==> src/rtl/baud_pkg.sv <==
// Shared constants for the UART baud tick generator.
// Divisor presets assume a 100 MHz clock and 16x oversampling.
package baud_pkg;

    localparam int unsigned CLK_HZ      = 100_000_000;
    localparam int unsigned DIV_MIN     = 2;
    localparam int unsigned OS_DEFAULT  = 16;

    // 100e6 / (16 * baud) split into integer and 1/16ths
    localparam int unsigned DIV_9600    = 651;
    localparam int unsigned FRAC_9600   = 1;
    localparam int unsigned DIV_115200  = 54;
    localparam int unsigned FRAC_115200 = 4;

endpackage

==> src/rtl/baud_frac_counter.sv <==
// Fractional-N period counter: shadow divisor, carry accumulator,
// and the cycle counter that flags the last cycle of each period.
module baud_frac_counter
    import baud_pkg::*;
#(
    parameter int DIV_W  = 16,
    parameter int FRAC_W = 4
) (
    input  logic              clk,
    input  logic              rst_n,
    input  logic              en,
    input  logic              sync_clr,
    input  logic              load,
    input  logic [DIV_W-1:0]  div_int,
    input  logic [FRAC_W-1:0] div_frac,
    output logic              wrap
);

    localparam int CW = DIV_W + 1;

    logic [DIV_W-1:0]  sh_int;
    logic [DIV_W-1:0]  in_int;
    logic [DIV_W-1:0]  eff_int;
    logic [FRAC_W-1:0] sh_frac;
    logic [FRAC_W-1:0] eff_frac;
    logic [FRAC_W-1:0] acc;
    logic [FRAC_W:0]   sum;
    logic [CW-1:0]     cnt;
    logic [CW-1:0]     plen;
    logic              start;

    always_comb begin
        in_int   = (div_int < DIV_W'(DIV_MIN)) ? DIV_W'(DIV_MIN) : div_int;
        eff_int  = load ? in_int : sh_int;
        eff_frac = load ? div_frac : sh_frac;
        sum      = {1'b0, acc} + {1'b0, eff_frac};
        start    = en && (cnt == '0);
        wrap     = en && !sync_clr && !start
                   && (cnt == plen - CW'(1));
    end

    // plen is the active divisor: latched once per period at its first cycle
    always_ff @(posedge clk or negedge rst_n) begin
        if (!rst_n) begin
            sh_int  <= DIV_W'(DIV_MIN);
            sh_frac <= '0;
            acc     <= '0;
            cnt     <= '0;
            plen    <= CW'(DIV_MIN);
        end else begin
            if (load) begin
                sh_int  <= in_int;
                sh_frac <= div_frac;
            end
            if (sync_clr) begin
                cnt <= '0;
                acc <= '0;
            end else if (en) begin
                if (start) begin
                    acc  <= sum[FRAC_W-1:0];
                    plen <= {1'b0, eff_int} + CW'(sum[FRAC_W]);
                    cnt  <= CW'(1);
                end else if (wrap) begin
                    cnt <= '0;
                end else begin
                    cnt <= cnt + CW'(1);
                end
            end
        end
    end

endmodule

==> src/rtl/baud_tick_gen.sv <==
// Baud tick generator: oversample and bit-rate strobes for the UART
// RX/TX FSMs, with runtime integer+fractional divisor.
module baud_tick_gen
    import baud_pkg::*;
#(
    parameter int DIV_W      = 16,
    parameter int FRAC_W     = 4,
    parameter int OVERSAMPLE = OS_DEFAULT,
    parameter int PH_W       = $clog2(OVERSAMPLE)
) (
    input  logic              clk,
    input  logic              rst_n,
    input  logic              en,
    input  logic              sync_clr,
    input  logic              load,
    input  logic [DIV_W-1:0]  div_int,
    input  logic [FRAC_W-1:0] div_frac,
    output logic              tick_os,
    output logic              tick_baud,
    output logic [PH_W-1:0]   phase
);

    logic wrap;

    baud_frac_counter #(
        .DIV_W  (DIV_W),
        .FRAC_W (FRAC_W)
    ) u_cnt (
        .clk      (clk),
        .rst_n    (rst_n),
        .en       (en),
        .sync_clr (sync_clr),
        .load     (load),
        .div_int  (div_int),
        .div_frac (div_frac),
        .wrap     (wrap)
    );

    // OVERSAMPLE is a power of two, so phase wraps by plain overflow
    always_ff @(posedge clk or negedge rst_n) begin
        if (!rst_n) begin
            tick_os   <= 1'b0;
            tick_baud <= 1'b0;
            phase     <= '0;
        end else begin
            tick_os   <= wrap;
            tick_baud <= wrap && (phase == PH_W'(OVERSAMPLE - 1));
            if (sync_clr) begin
                phase <= '0;
            end else if (wrap) begin
                phase <= phase + PH_W'(1);
            end
        end
    end

endmodule

==> config.mk <==
export PLATFORM = sky130hd
export DESIGN_NAME = baud_tick_gen
export DESIGN_NICKNAME = d
export VERILOG_FILES = /design/src/rtl/baud_pkg.sv /design/src/rtl/baud_frac_counter.sv /design/src/rtl/baud_tick_gen.sv
export SDC_FILE = /design/constraint.sdc
export NUM_CORES = 1
export LEC_CHECK = 0
export ABC_AREA = 1
export BUFFER_PORTS_ARGS = -buffer_cell sky130_fd_sc_hd__buf_2
export CAP_MARGIN = 0
export CORE_AREA = 2 2 98 100
export CTS_CLUSTER_DIAMETER = 30
export DETAILED_ROUTE_END_ITERATION = 10
export DIE_AREA = 0 0 100 102
export PLACE_DENSITY = 0.79
export SETUP_SLACK_MARGIN = 0.3
export SYNTH_ARGS = -nofsm -noshare
export SYNTH_HDL_FRONTEND = slang
export SYNTH_SLANG_ARGS = --single-unit
==> constraint.sdc <==
create_clock -name clk -period 3.7 [get_ports clk]
set_clock_uncertainty 0.15 [all_clocks]
set_input_delay 0.37 -clock clk [delete_from_list [all_inputs] [get_ports clk]]
set_output_delay 0.37 -clock clk [all_outputs]
set_load 0.02 [all_outputs]
=== Word level (Yosys, flattened, before mapping) ===
Cells that the tools add are included.

* Logic and storage cells: 42
* Flip-flop bits (word level): 64
* Bits of input ports: 25

* Mux-type cells: 12
* Reductions and logical operators: 13
* Equality and inequality tests: 2
* Order comparisons: 1
* Bitwise gates (word level): 1
* Add/subtract/negate cells: 5

{| class="wikitable"
|+ Operator list
! kind !! number
|-
| two-way mux 17 bit || 4
|-
| two-way mux 16 bit || 2
|-
| two-way mux 4 bit || 6
|-
| adder 16 x 1 -> 17 bit || 1
|-
| adder 17 x 1 -> 17 bit, second input constant || 1
|-
| equality test 17 bit || 1
|-
| zero test 17 bit || 1
|-
| subtractor 17 x 1 -> 17 bit, second input constant || 1
|-
| less-than comparator 16 x 2 -> 1 bit, second input constant || 1
|-
| nonzero test 2 bit || 3
|-
| adder 4 x 4 -> 5 bit || 1
|-
| logical AND 1 bit || 5
|-
| adder 4 x 1 -> 4 bit, second input constant || 1
|-
| equality test 4 bit, second input constant || 1
|-
| AND reduction 3 bit || 1
|-
| zero test 1 bit || 2
|-
| AND reduction 2 bit || 1
|-
| NOT 1 bit || 1
|}

=== Longest topological paths before layout ===
* Depth in word-level cells: 9
* Gate-level depth with buffers: 18
* Depth with buffers taken out: 17

=== Modules after synthesis ===
From an unflattened synthesis, not the netlist that was laid out.

* Cell total of the unflattened synthesis: 628
* Area, all modules: 4490.6 um^2

{| class="wikitable"
|+ By module, submodules not included
! module !! times used !! area an instance (um^2) !! sequential area each (um^2) !! cells each
|-
| baud_frac_counter || 1 || 4219.0 || 1453.9 || 599
|-
| baud_tick_gen || 1 || 271.5 || 150.1 || 29
|}

=== Least setup slack after synthesis ===
Ideal clock, no wire load.

* Path type: input-to-reg
* Start: input load
* End: register u_cnt.plen[14]
* Stages on the path: 18
* Data required time: 3.427 ns
* Data arrival time: 2.506 ns
* Path slack: 0.921 ns
* Path through: buf_6 buf_2 nand2_1 nand2_1 ha_1 fa_1 a21oi_1 o21bai_1 ha_1 ha_1 nand2_1 nor2_2 nand2_1 nor2_1 nand2_1 nor2_2 xnor2_1 o21ai_1

* Cells in the longest elaborated chain, start to end: 3
* Elaborated cells between the ends (all ways): 4

{| class="wikitable"
|+ Ends and longest elaborated chain
! what !! RTL line !! RTL
|-
| from (decl) || baud_tick_gen.sv:15 || <nowiki>input logic load,</nowiki>
|-
| two-way mux 4 bit || baud_frac_counter.sv:35 || <nowiki>eff_frac = load ? div_frac : sh_frac;</nowiki>
|-
| net u_cnt.eff_frac[0] || baud_frac_counter.sv:25 || <nowiki>logic [FRAC_W-1:0] eff_frac;</nowiki>
|-
| adder 4 x 4 -> 5 bit || baud_frac_counter.sv:36 || <nowiki>sum = {1'b0, acc} + {1'b0, eff_frac};</nowiki>
|-
| adder 16 x 1 -> 17 bit || baud_frac_counter.sv:61 || <nowiki>plen <= {1'b0, eff_int} + CW'(sum[FRAC_W]);</nowiki>
|-
| to (signal assigned) || baud_frac_counter.sv:49 || <nowiki>plen <= CW'(DIV_MIN);</nowiki>
|-
| to (signal assigned) || baud_frac_counter.sv:61 ||
|-
| to (decl) || baud_frac_counter.sv:29 || <nowiki>logic [CW-1:0] plen;</nowiki>
|}

The timed path passes the listed nets, and every way through them passes these cells.
A chain may end at the register's enable or synchronous reset.

=== Worst setup path after layout ===
Ends and elaborated chain as after synthesis.

==> flow_summary.toml <==
[outcome]
status = "complete, but fails checks"
violations = "negative hold slack"

[critical_path]
r2r_start = "u_cnt.sh_frac[0]"
crit_required_ns = 3.77
critPathLaunchType = "input pin"
crit_fanout = 22
arrival_ns = 2.98
startpoint = "load"
end_kind = "flop"
path_class = "in2reg"

[die]
boundaryPins = 31
initial_core_util = 0.489
die_w_um = 100
die_y_um = 102
core_um2 = 9110
die_area_um2 = 10200
rows = 35

[grt]
grt_overflow = 0
grt_pass1_wl_um = 17600
grt_use_total = 0.219
first_global_vias = 3907
grt_max_degree = 38
antenna_found_initial = 0

[hold_path]
min_path_type = "in2async"

[synthesis]
ys_seq_area_frac = 0.360
avgSynthCellArea_um2 = 6.96
synthCells = 640
synth-seq-cells = 64
synthDistinctLibCells = 40
netlist_top_cells_count = "213 x nand2_1, 76 x inv_1, 76 x nor2_1"
yosysWarnings = 0
synth-edff-count = 0
synth_area_um2 = 4450
synth_top_flop_cell = "dfrtp_1"
synthArstFlopShare = 1.00
ys_top_cells_by_area = "dfrtp_1 35%, nand2_1 18%, inv_1 6.4%"
synth_fp_nets = 676
yosysTopAreaCellShare = 0.348
yosysMostFrequentCell = "nand2_1"
yosys.area.top_type = "dfrtp_1"

[timing]
fin_tns_setup_ns = 0
tightest_slew_ns = 0.840
fmaxAchievable_mhz = 344
finalHoldViolCount = 36
rsz0062_at_grt = "false"
relSlewSlack = 0.440
slew_viol_final = 0
setup_viol = 0
period_minus_slack_ns = 2.91
period_share = 0.786
hold_slack_ns = -0.0258

[power_and_ir_drop]
peakVddDrop_mv = 0.282
powerDensity_nw_per_um2 = 453
p_leak_nw = 2.59

[clocking]
post_cts_resized = 0
ctsHoldBuffers = 0
clk_pin_slew_ns = 0.07
numCtsBuffers = 9
clock_latency_ns = 0.35
clock_sink_count = 64
cts_root_buffer = "clkbuf_8"
cts_tree = "done"
clockBufferDepth = 2
post_cts_buffers = 0
h-tree-depth = 3

[place]
dp_cells = 772
hpwl_um = 7980
gp_congestion = 0.888
dpl-instance-area_um2 = 4680
port_buffers = 30

[routing]
m1WireLength_um = 4600
drt_drc_violations_left = 0
wl_met3_um = 392
highest_layer = "met4"
avgViaCountPerCell = 5.09
drtPass1Iterations = 4
vias = 4014
wirelength_um = 10100
wl_met2_um = 4670
initialDrtViolationCount = 167
wl_per_cell_um = 12.8
ant_nets = 0

[layout]
drive_gt1_frac = 0.142
fin_nets = 708
layoutNonFillerInstCount = 788
syn2layout_area_growth_pct = 10.1
diodes = 0
design_area_um2 = 4910

[run]
maxCapViolations = 0
## worst max-delay path, cell delays in order
cell	delay [ns]
buf_2	0.31
inv_2	0.22
nand2_1	0.11
nand2_1	0.07
ha_1	0.21
fa_1	0.41
a21oi_1	0.14
o21bai_1	0.08
ha_1	0.19
ha_1	0.19
nand2_1	0.11
nor2_2	0.07
nand2_1	0.09
nor2_1	0.06
nand2_1	0.10
nor2_2	0.05
xnor2_1	0.13
o21ai_1	0.07
## area by class of cell
| cell class | count | area [um^2] |
|---|---|---|
| Clock inverter | 3 | 65.1 |
| Fill cell | 854 | 4200 |
| Timing Repair Buffer | 32 | 165 |
| Tap cell | 111 | 139 |
| Clock buffer | 13 | 159 |
| Sequential cell | 64 | 1600 |
| Multi-Input combinational cell | 488 | 2480 |
| Inverter | 77 | 289 |
## logic make-up after synthesis
kind of cell,count (synthesis),share of synthesized area
adder cells (fa/ha/maj),11,0.0326
AO/OA/AOI/OAI,38,0.0478
AND/OR/NAND/NOR,407,0.415
XOR/XNOR,32,0.0629
flip-flops,64,0.360
buffers and inverters,88,0.0820
## path summary, 6_finish.rpt
check | end | slack (ns) | cells past startpoint
max | u_cnt.plen[14] | 0.79 | 18
min | phase[2] | -0.03 | 1
max reg2reg | u_cnt.plen[14] | 1.03 | 16
min reg2reg | u_cnt.sh_frac[3] | 0.34 | 2
max in group asynchronous | u_cnt.sh_int[1] | 2.50 | 2
min in group clk | u_cnt.sh_frac[0] | 0.11 | 3
## where the power goes
part	switching, W	leakage, nW	internal [W]
Combinational	0.000434	1.66	0.000232
Sequential	0.0000908	0.825	0.000783
Clock	0.000266	0.114	0.000416
Total	0.000792	2.59	0.00143
## sequential cells by signal (all words and copies together) (netlist names)
name           count
u_cnt.sh_int      16
u_cnt.cnt         17
u_cnt.plen        17
u_cnt.sh_frac      4
tick_baud          1
phase              4
tick_os            1
u_cnt.acc          4
## metrics by stage
step / hold WS [ns] / power (W) / util / setup WS, ns
5_1_grt: 0.0504 / 0.00239 / 0.539 / 0.506
3_5_place_dp: 0.322 / 0.00155 / 0.514 / 0.413
6_report: -0.0258 / 0.00222 / 0.539 / 0.791
4_1_cts: 0.00956 / 0.00224 / 0.539 / 0.785
2_1_floorplan: -0.0756 / 0.00139 / - / 0.921
3_3_place_gp: 0.308 / 0.00152 / 0.514 / 0.525
## layout by cell type, fill, tap and decap left out, drive strengths merged, types with 3 or more instances in the layout
master / instances
xor2: 22
clkbuf: 13
nor2: 99
xnor2: 10
o21ai: 24
nand3b: 3
nand4: 12
inv: 77
nand2: 223
ha: 10
nor4: 3
or2: 5
a21oi: 6
nor3: 8
buf: 32
nand3: 51
dfrtp: 62
## per-layer routing
metal	vias up	track usage
li1	2071	-
met1	1830	0.272
met2	86	0.363
met3	27	0.0431
met4	0	0.116
met5	-	0
(Power assumes the default switching activity.)
